==> src/rtl/pwm_gen_pkg.sv <==
// rtl/pwm_gen_pkg.sv - shared types, defaults and helpers for the multi-channel PWM generator
//
// Purpose: mode/direction encodings, default parameter values and the
// channel slice offset used to index the packed per-channel duty bus.
// Ports: none (package).

package pwm_gen_pkg;

    typedef enum logic {
        PWM_EDGE   = 1'b0,
        PWM_CENTER = 1'b1
    } pwm_mode_e;

    typedef enum logic {
        DIR_UP   = 1'b0,
        DIR_DOWN = 1'b1
    } pwm_dir_e;

    localparam int DEF_NUM_CH = 4;
    localparam int DEF_CNT_W  = 8;
    localparam int DEF_DIV_W  = 8;

    // Duty fields are CNT_W+1 bits wide so a compare value of period+1
    // (100% duty) is representable.
    function automatic int ch_offset(input int k, input int cnt_w);
        return k * (cnt_w + 1);
    endfunction

endpackage

==> src/rtl/pwm_timebase.sv <==
// rtl/pwm_timebase.sv - shared prescaler, up/down period counter and period boundary generation
//
// Purpose: produces the count value all channels compare against, the
// combinational boundary strobe used to apply shadow config, and a
// registered period_tick aligned with the first output of each period.
// Ports:
//   clk, rst        clock, synchronous active-high reset
//   enable          run when 1; counters held at 0 when 0
//   prescale        one count tick every prescale+1 clocks
//   period          counter top value
//   center          0 = edge-aligned, 1 = center-aligned
//   apply           shadow config is being applied this cycle (forces dir up)
//   cnt             current count
//   boundary        high on the tick that ends a period
//   period_tick     boundary delayed to line up with the registered outputs

module pwm_timebase
    import pwm_gen_pkg::*;
#(
    parameter int CNT_W = DEF_CNT_W,
    parameter int DIV_W = DEF_DIV_W
) (
    input  logic             clk,
    input  logic             rst,
    input  logic             enable,
    input  logic [DIV_W-1:0] prescale,
    input  logic [CNT_W-1:0] period,
    input  logic             center,
    input  logic             apply,
    output logic [CNT_W-1:0] cnt,
    output logic             boundary,
    output logic             period_tick
);

    logic [DIV_W-1:0] presc_cnt;
    pwm_dir_e         dir;
    logic             tick;
    logic             bnd_q;

    // >= rather than == so a freshly applied smaller prescale or period can
    // never leave the counters stranded above their new limit.
    assign tick = enable && (presc_cnt >= prescale);

    always_comb begin
        boundary = 1'b0;
        if (tick) begin
            if (period == '0) begin
                boundary = 1'b1;
            end else if (center == PWM_CENTER) begin
                boundary = (dir == DIR_DOWN) && (cnt == '0);
            end else begin
                boundary = (cnt >= period);
            end
        end
    end

    always_ff @(posedge clk) begin
        if (rst) begin
            presc_cnt   <= '0;
            cnt         <= '0;
            dir         <= DIR_UP;
            bnd_q       <= 1'b0;
            period_tick <= 1'b0;
        end else if (!enable) begin
            presc_cnt   <= '0;
            cnt         <= '0;
            dir         <= DIR_UP;
            bnd_q       <= 1'b0;
            period_tick <= 1'b0;
        end else begin
            // Two stages: cnt is one clock behind boundary, pwm_out one
            // clock behind cnt, so period_tick needs two.
            bnd_q       <= boundary;
            period_tick <= bnd_q;
            if (tick) begin
                presc_cnt <= '0;
                if (period == '0) begin
                    cnt <= '0;
                    dir <= DIR_UP;
                end else if (center == PWM_CENTER) begin
                    if (dir == DIR_UP) begin
                        if (cnt >= period) begin
                            dir <= DIR_DOWN;
                            cnt <= cnt - 1'b1;
                        end else begin
                            cnt <= cnt + 1'b1;
                        end
                    end else begin
                        if (cnt == '0) begin
                            dir <= DIR_UP;
                            cnt <= cnt + 1'b1;
                        end else begin
                            cnt <= cnt - 1'b1;
                        end
                    end
                end else begin
                    cnt <= (cnt >= period) ? '0 : cnt + 1'b1;
                    dir <= DIR_UP;
                end
                // A mode change lands here; always restart center counting upward.
                if (apply) begin
                    dir <= DIR_UP;
                end
            end else begin
                presc_cnt <= presc_cnt + 1'b1;
            end
        end
    end

endmodule

==> src/rtl/pwm_gen_multi.sv <==
// rtl/pwm_gen_multi.sv - multi-channel PWM generator with shadowed configuration
//
// Purpose: N PWM channels sharing one time base; configuration is captured
// into shadow registers by cfg_load and copied to the active set at a
// period boundary (or immediately while disabled).
// Ports:
//   pwm_clk, rst     clock, synchronous active-high reset
//   enable           run when 1; outputs idle at polarity level when 0
//   cfg_load         one-cycle pulse capturing all cfg_* into the shadow
//   cfg_prescale     prescaler compare
//   cfg_period       counter top value
//   cfg_center       0 = edge-aligned, 1 = center-aligned
//   cfg_duty         per-channel compare, channel k at [k*(CNT_W+1) +: CNT_W+1]
//   cfg_pol          per-channel output inversion
//   cfg_pending      shadow holds values not yet applied
//   period_tick      one-cycle pulse with the first output of each period
//   pwm_out          registered PWM outputs

module pwm_gen_multi
    import pwm_gen_pkg::*;
#(
    parameter int NUM_CH = DEF_NUM_CH,
    parameter int CNT_W  = DEF_CNT_W,
    parameter int DIV_W  = DEF_DIV_W
) (
    input  logic                      pwm_clk,
    input  logic                      rst,
    input  logic                      enable,
    input  logic                      cfg_load,
    input  logic [DIV_W-1:0]          cfg_prescale,
    input  logic [CNT_W-1:0]          cfg_period,
    input  logic                      cfg_center,
    input  logic [NUM_CH*(CNT_W+1)-1:0] cfg_duty,
    input  logic [NUM_CH-1:0]         cfg_pol,
    output logic                      cfg_pending,
    output logic                      period_tick,
    output logic [NUM_CH-1:0]         pwm_out
);

    localparam int DUTY_W = CNT_W + 1;

    logic [DIV_W-1:0]           sh_prescale,  act_prescale;
    logic [CNT_W-1:0]           sh_period,    act_period;
    logic                       sh_center,    act_center;
    logic [NUM_CH*DUTY_W-1:0]   sh_duty,      act_duty;
    logic [NUM_CH-1:0]          sh_pol,       act_pol;

    logic [CNT_W-1:0]  cnt;
    logic              boundary;
    logic              apply;
    logic              bypass;
    logic [NUM_CH-1:0] raw;

    // boundary is never asserted while disabled, so the disabled path
    // applies any pending shadow every cycle.
    assign apply  = cfg_pending && (boundary || !enable);
    // While disabled there is no period to protect: a load goes straight
    // to the active set as well as the shadow.
    assign bypass = cfg_load && !enable;

    pwm_timebase #(
        .CNT_W (CNT_W),
        .DIV_W (DIV_W)
    ) u_timebase (
        .clk         (pwm_clk),
        .rst         (rst),
        .enable      (enable),
        .prescale    (act_prescale),
        .period      (act_period),
        .center      (act_center),
        .apply       (apply),
        .cnt         (cnt),
        .boundary    (boundary),
        .period_tick (period_tick)
    );

    always_ff @(posedge pwm_clk) begin
        if (rst) begin
            sh_prescale  <= '0;
            sh_period    <= '0;
            sh_center    <= 1'b0;
            sh_duty      <= '0;
            sh_pol       <= '0;
            act_prescale <= '0;
            act_period   <= '0;
            act_center   <= 1'b0;
            act_duty     <= '0;
            act_pol      <= '0;
            cfg_pending  <= 1'b0;
        end else begin
            if (bypass) begin
                act_prescale <= cfg_prescale;
                act_period   <= cfg_period;
                act_center   <= cfg_center;
                act_duty     <= cfg_duty;
                act_pol      <= cfg_pol;
            end else if (apply) begin
                act_prescale <= sh_prescale;
                act_period   <= sh_period;
                act_center   <= sh_center;
                act_duty     <= sh_duty;
                act_pol      <= sh_pol;
            end

            // A load on the boundary cycle: old shadow goes active above,
            // new values wait here for the next boundary.
            if (cfg_load) begin
                sh_prescale <= cfg_prescale;
                sh_period   <= cfg_period;
                sh_center   <= cfg_center;
                sh_duty     <= cfg_duty;
                sh_pol      <= cfg_pol;
                cfg_pending <= enable;
            end else if (apply) begin
                cfg_pending <= 1'b0;
            end
        end
    end

    for (genvar k = 0; k < NUM_CH; k++) begin : g_ch
        logic [DUTY_W-1:0] duty_k;
        assign duty_k = act_duty[ch_offset(k, CNT_W) +: DUTY_W];
        // Zero-extended compare: duty 0 never fires, duty > period always does.
        assign raw[k] = ({1'b0, cnt} < duty_k);
    end

    always_ff @(posedge pwm_clk) begin
        if (rst) begin
            pwm_out <= '0;
        end else if (!enable) begin
            pwm_out <= act_pol;
        end else begin
            pwm_out <= raw ^ act_pol;
        end
    end

endmodule

==> config.mk <==
export PLATFORM = sky130hd
export DESIGN_NAME = pwm_gen_multi
export DESIGN_NICKNAME = d
export VERILOG_FILES = /design/src/rtl/pwm_gen_pkg.sv /design/src/rtl/pwm_timebase.sv /design/src/rtl/pwm_gen_multi.sv
export SDC_FILE = /design/constraint.sdc
export NUM_CORES = 1
export LEC_CHECK = 0
export CORE_MARGIN = 2
export CORE_UTILIZATION = 55
export CTS_CLUSTER_SIZE = 20
export DETAILED_ROUTE_END_ITERATION = 16
export MAX_ROUTING_LAYER = met4
export PLACE_DENSITY = 0.88
export SETUP_SLACK_MARGIN = 0.5
export SYNTH_ARGS = -nofsm -noshare
export SYNTH_HDL_FRONTEND = slang
export SYNTH_SLANG_ARGS = --single-unit
==> constraint.sdc <==
create_clock -name pwm_clk -period 3.5 [get_ports pwm_clk]
set_input_delay 0.35 -clock pwm_clk [delete_from_list [all_inputs] [get_ports pwm_clk]]
set_output_delay 0.35 -clock pwm_clk [all_outputs]
set_load 0.02 [all_outputs]
# After elaboration in Yosys (flattened, before gate mapping)
# Cells that the tools add are included.
# Widths: inputs -> output; s select.
op_classes:
  mux: 28
  n_eq_ne: 0
  n_shift: 0
  div_mod_pow: 0
  multipliers: 0
  n_lt_le_gt_ge: 6
  add_sub_neg: 3
  bitwise_logic: 2
  n_reduce_logical: 12
ops:
  columns: ["op", "n"]
  rows:
  - ["$mux 8", 10]
  - ["$mux 36", 2]
  - ["$lt 8x9->1", 4]
  - ["$add 8x1->8 const B", 2]
  - ["$ge 8x8->1", 2]
  - ["$logic_not 8->1", 2]
  - ["$mux 1", 13]
  - ["$mux 4", 3]
  - ["$sub 8x1->8 const B", 1]
  - ["$logic_and 1x1->1", 4]
  - ["$reduce_bool 2->1", 2]
  - ["$xor 4x4->4", 1]
  - ["$reduce_or 3->1", 1]
  - ["$reduce_or 2->1", 1]
  - ["$logic_not 1->1", 1]
  - ["$logic_or 1x1->1", 1]
  - ["$not 1->1", 1]
word_totals:
  latchBits: 0
  reg_bits: 138
  inputBits: 61
  out_inout_bits: 6
  ram_bits: 0
  n_memories: 0
  wordCells: 68
  rom_bits: 0

# Logic depth before layout (Yosys ltp)
depth:
  word_depth: 9
  mapped_depth: 10

# Cells and area by module
# Synthesis repeated with hierarchy kept, for this count alone.
hier_totals:
  hier_cells: 756
  area_unflattened_um2: 7034.2
modules_own_cells:
  columns: ["mod", "cells_per_inst", "n_inst", "seq_area_each_um2", "area_each_um2"]
  rows:
  - ["pwm_gen_multi", 557, 1, 2382.3, 5418.9]
  - ["pwm_timebase", 199, 1, 380.4, 1615.3]

# Worst setup path before layout
# OpenSTA, ideal clock, no wires.
synth_timing:
  path_kind: "flip-flop to flip-flop"
  startpoint: "reg u_timebase.cnt[0]"
  endpoint: "reg act_duty[18]"
  stages_incl_launch_ff: 11
  slack_ps: 993
  required_time_ps: 3413
  setup_ps: 87
  arrival_ps: 2420
  path_buffers: 2
  cell_sequence: "dfxtp_1 inv_1 ha_1 nand2b_1 a2111oi_2 o32a_1 a32o_2 nand2_1 buf_2 buf_2 a221oi_2"
synth_between:
  elab_chain_cells: 8
synth_lines:
  columns: ["element", "line_no", "rtl"]
  rows:
  - ["start, declared", "pwm_timebase.sv:30", "output logic [CNT_W-1:0] cnt,"]
  - ["start signal, assigned", "pwm_timebase.sv:84", "cnt <= cnt - 1'b1;"]
  - ["start signal, assigned", "pwm_timebase.sv:86", "cnt <= cnt + 1'b1;"]
  - ["start signal, assigned", "pwm_timebase.sv:91", "cnt <= cnt + 1'b1;"]
  - ["branches (longest 2 deep; another with $ge 8x8->1)", null, null]
  - ["$mux 1 (*)", "pwm_timebase.sv:49", "end else if (center == PWM_CENTER) begin"]
  - ["$mux 1 (*)", "pwm_timebase.sv:47", "if (period == '0) begin"]
  - ["$mux 1 (*)", "pwm_timebase.sv:46", "if (tick) begin"]
  - ["$logic_or 1x1->1 (*)", "pwm_gen_multi.sv:56", "assign apply = cfg_pending && (boundary || !enable);"]
  - ["$logic_and 1x1->1 (*)", "pwm_gen_multi.sv:56", null]
  - ["$reduce_bool 2->1 (no line) (*)", null, null]
  - ["end signal, assigned", "pwm_gen_multi.sv:95", "act_duty <= cfg_duty;"]
  - ["end signal, assigned", "pwm_gen_multi.sv:101", "act_duty <= sh_duty;"]
  - ["end, declared", "pwm_gen_multi.sv:45", "logic [NUM_CH*DUTY_W-1:0] sh_duty, act_duty;"]
# Every way passes the cells marked *.
# A chain may end at the register's enable or synchronous reset.

# Final worst setup path
layout_timing:
  startpoint: "reg u_timebase.cnt[0]"
  endpoint: "reg act_duty[35]"
# The elaborated chain is that of the path after synthesis.

==> flow_summary.json <==
{
  "ys_seq_area_share_pct": 37.4,
  "clock_skew_ps": 8.86,
  "die_w_um": 120,
  "cp.arrival_ps": 3070,
  "cts.path.max_buffers": 2,
  "post_cts_buffers": 0,
  "ys.flop_type": "dfxtp_1",
  "die_area_sq_mm": 0.0144,
  "layout.nets": 969,
  "syn_inst": 812,
  "coreArea_sq_mm": 0.0132,
  "grt_setup_unrepaired": "false",
  "vias": 6240,
  "drt_iter0_markers": 455,
  "core.rowCount": 42,
  "final_max_slew_viol_count": 0,
  "antenna_found_initial": 0,
  "crit_type": "register to register",
  "status": "finished, final reports clean",
  "grt_pass1_wl_um": 29500,
  "tns_ps": 0,
  "worst_slew_pin_slew_ps": 683,
  "antenna_cells": 0,
  "cp_max_fo": 37,
  "leakagePower_nw": 3.45,
  "cp.required_ps": 3820,
  "stdcell_count": 1049,
  "synthesis.area_sq_mm": 0.00740,
  "io_pins": 67,
  "hold_buffers": 0,
  "remaining_drc_errors": 0,
  "syn_nets": 921,
  "hold_viol": 0,
  "yosysWarnings": 0,
  "p_per_area_mw_per_mm2": 516,
  "gp_congestion": 1.04,
  "portBuffers": 66,
  "post-route-min-period_ps": 2740,
  "avgSynthCellArea_sq_um": 9.11,
  "die_h_um": 120,
  "synth_cell_types": 54,
  "fin_crit_sh_pct": 78.3,
  "irDropWorstVdd_mv": 0.386,
  "clock-sinks": 138,
  "drtAntennaViolNets": 0,
  "startpoint_type": "register",
  "cts_root_buf": "clkbuf_16",
  "synth-edff-count": 0,
  "overflow": 0,
  "via_per_inst": 5.95,
  "synth_seq_cells": 138,
  "synthArstFlopShare_pct": 0,
  "grt_max_degree": 115,
  "wl_um": 17900,
  "drt_pass1_iterations": 4,
  "worstHoldPathType": "input port to register",
  "cts_made_buffers": 17,
  "start_util_pct": 56.1,
  "max_freq_mhz": 365,
  "dp_hpwl_um": 11800,
  "gr-usage-all-layers_pct": 26.5,
  "cts_tree": "done",
  "setup_viol": 0,
  "grt_pass1_vias": 6005,
  "routedWlPerCell_um": 17.0,
  "cap_violations": 0,
  "clk_latency_ps": 430,
  "clk_pin_slew_worst_paths_ps": 60,
  "htreeDepth": 4,
  "synthToLayoutAreaGrowth_pct": 19.0,
  "dp.cells": 1017,
  "maxSlewHeadroom_pct": 54.5,
  "worst_setup_path_end_kind": "register",
  "drive_gt1_share_pct": 11.7
}
Yosys cell counts (4+ instances only):
cell        n  share of area (%)
buf_2       9               0.61
nor2_1     87                4.4
clkbuf_1   36                1.8
nand3_1    14               0.95
buf_1       8               0.41
inv_1      64                3.2
nand2b_1   10               0.85
a21o_1      7               0.71
buf_6       5               0.76
mux2i_1    60                8.1
xor2_1      6               0.71
a2111o_1    4               0.61
o21a_1      8               0.81
a221oi_2   30                6.1
a221oi_1   28                3.3
nand3b_1   59                6.0
xnor2_1     7               0.83
nand4_1     8               0.68
nand2_1    28                1.4
dfxtp_1   138                 37
o21ai_0    76                5.1
and2_1      6               0.51
ha_1       48                8.1
a21oi_1    19                1.3
metrics by stage:
step	hold slack (ps)	worst slack (ps)	power (mW)	utilization, %	instance area (sq um)
after floorplan	406	993	2.51	-	7400
after global placement	439	611	2.77	62.1	8200
after detailed placement	439	511	2.79	62.1	8200
after CTS	311	622	4.54	66.6	8780
after global routing	326	545	4.74	66.7	8800
final	322	760	4.54	66.7	8800
layout make-up:
type	count	area, sq um
fill	1018	4390
tap	176	220
clock buffer	17	425
clock inverter	15	151
timing repair buffer	88	846
inverter	65	244
multi-input combinational	550	4150
sequential	138	2770
flip-flops by register name, indices dropped and copies added, names as in the netlist, 8 cells and up:
signal                count
u_timebase.presc_cnt      8
sh_prescale               8
act_duty                 36
act_period                8
sh_period                 8
act_prescale              8
sh_duty                  36
u_timebase.cnt            8
report_power, final:
| group | internal, mW | switching, mW |
|---|---|---|
| Combinational | 0.439 | 0.586 |
| Sequential | 1.71 | 0.0636 |
| Clock | 1.05 | 0.702 |
kinds of logic after synthesis:
family | synth area share, %
AND/OR/NAND/NOR | 16.2
AO/OA/AOI/OAI | 21.2
flip-flops | 37.4
buffers and inverters | 7.00
multiplexers | 8.58
adder cells (fa/ha/maj) | 8.12
XOR/XNOR | 1.54
metal layers:
layer | routed length (um) | global-route usage [%]
met5 | 0 | -
met4 | 447 | 9.93
met3 | 1080 | 7.08
met2 | 8510 | 41.4
met1 | 7840 | 32.9
worst max-delay path: stages (launching register included):
cell,delay [ps]
dfxtp_2,410
inv_1,140
ha_1,290
nand2b_1,180
a2111oi_4,410
o32a_1,240
a32o_2,220
nand2_2,80
buf_4,300
a221oi_1,340
what timing repair did:
action | in CTS | in global routing
setup endpoints to repair | 14 | 59
resized for setup | 1 | 5
pin swaps | 0 | 0
final timing paths:
check	slack, ps	depth (start not counted)	end	startpoint
setup / recovery	760	9	act_duty[35]	u_timebase.cnt[0]
hold / removal	320	2	sh_duty[1]	rst
setup reg to reg	760	9	act_duty[35]	u_timebase.cnt[0]
hold reg to reg	450	1	u_timebase.period_tick	u_timebase.bnd_q
layout by cell type, fill, tap and decap left out, types with 6 or more instances in the layout:
cell	Yosys	routed
clkbuf_16	0	17
o21a_1	8	8
a221oi_1	28	27
clkdlybuf4s50_1	0	64
nand2_1	28	26
nor2_1	87	87
nand3b_1	59	59
nand2b_1	10	10
inv_1	64	64
o21ai_0	76	76
and2_1	6	6
nand4_1	8	8
xnor2_1	7	7
nand3_1	14	14
ha_1	48	48
buf_4	1	22
a21oi_1	19	19
dfxtp_1	138	135
a21o_1	7	7
mux2i_1	60	60
a221oi_2	30	31
xor2_1	6	6
No activity file was read; power rests on OpenSTA's default activity.
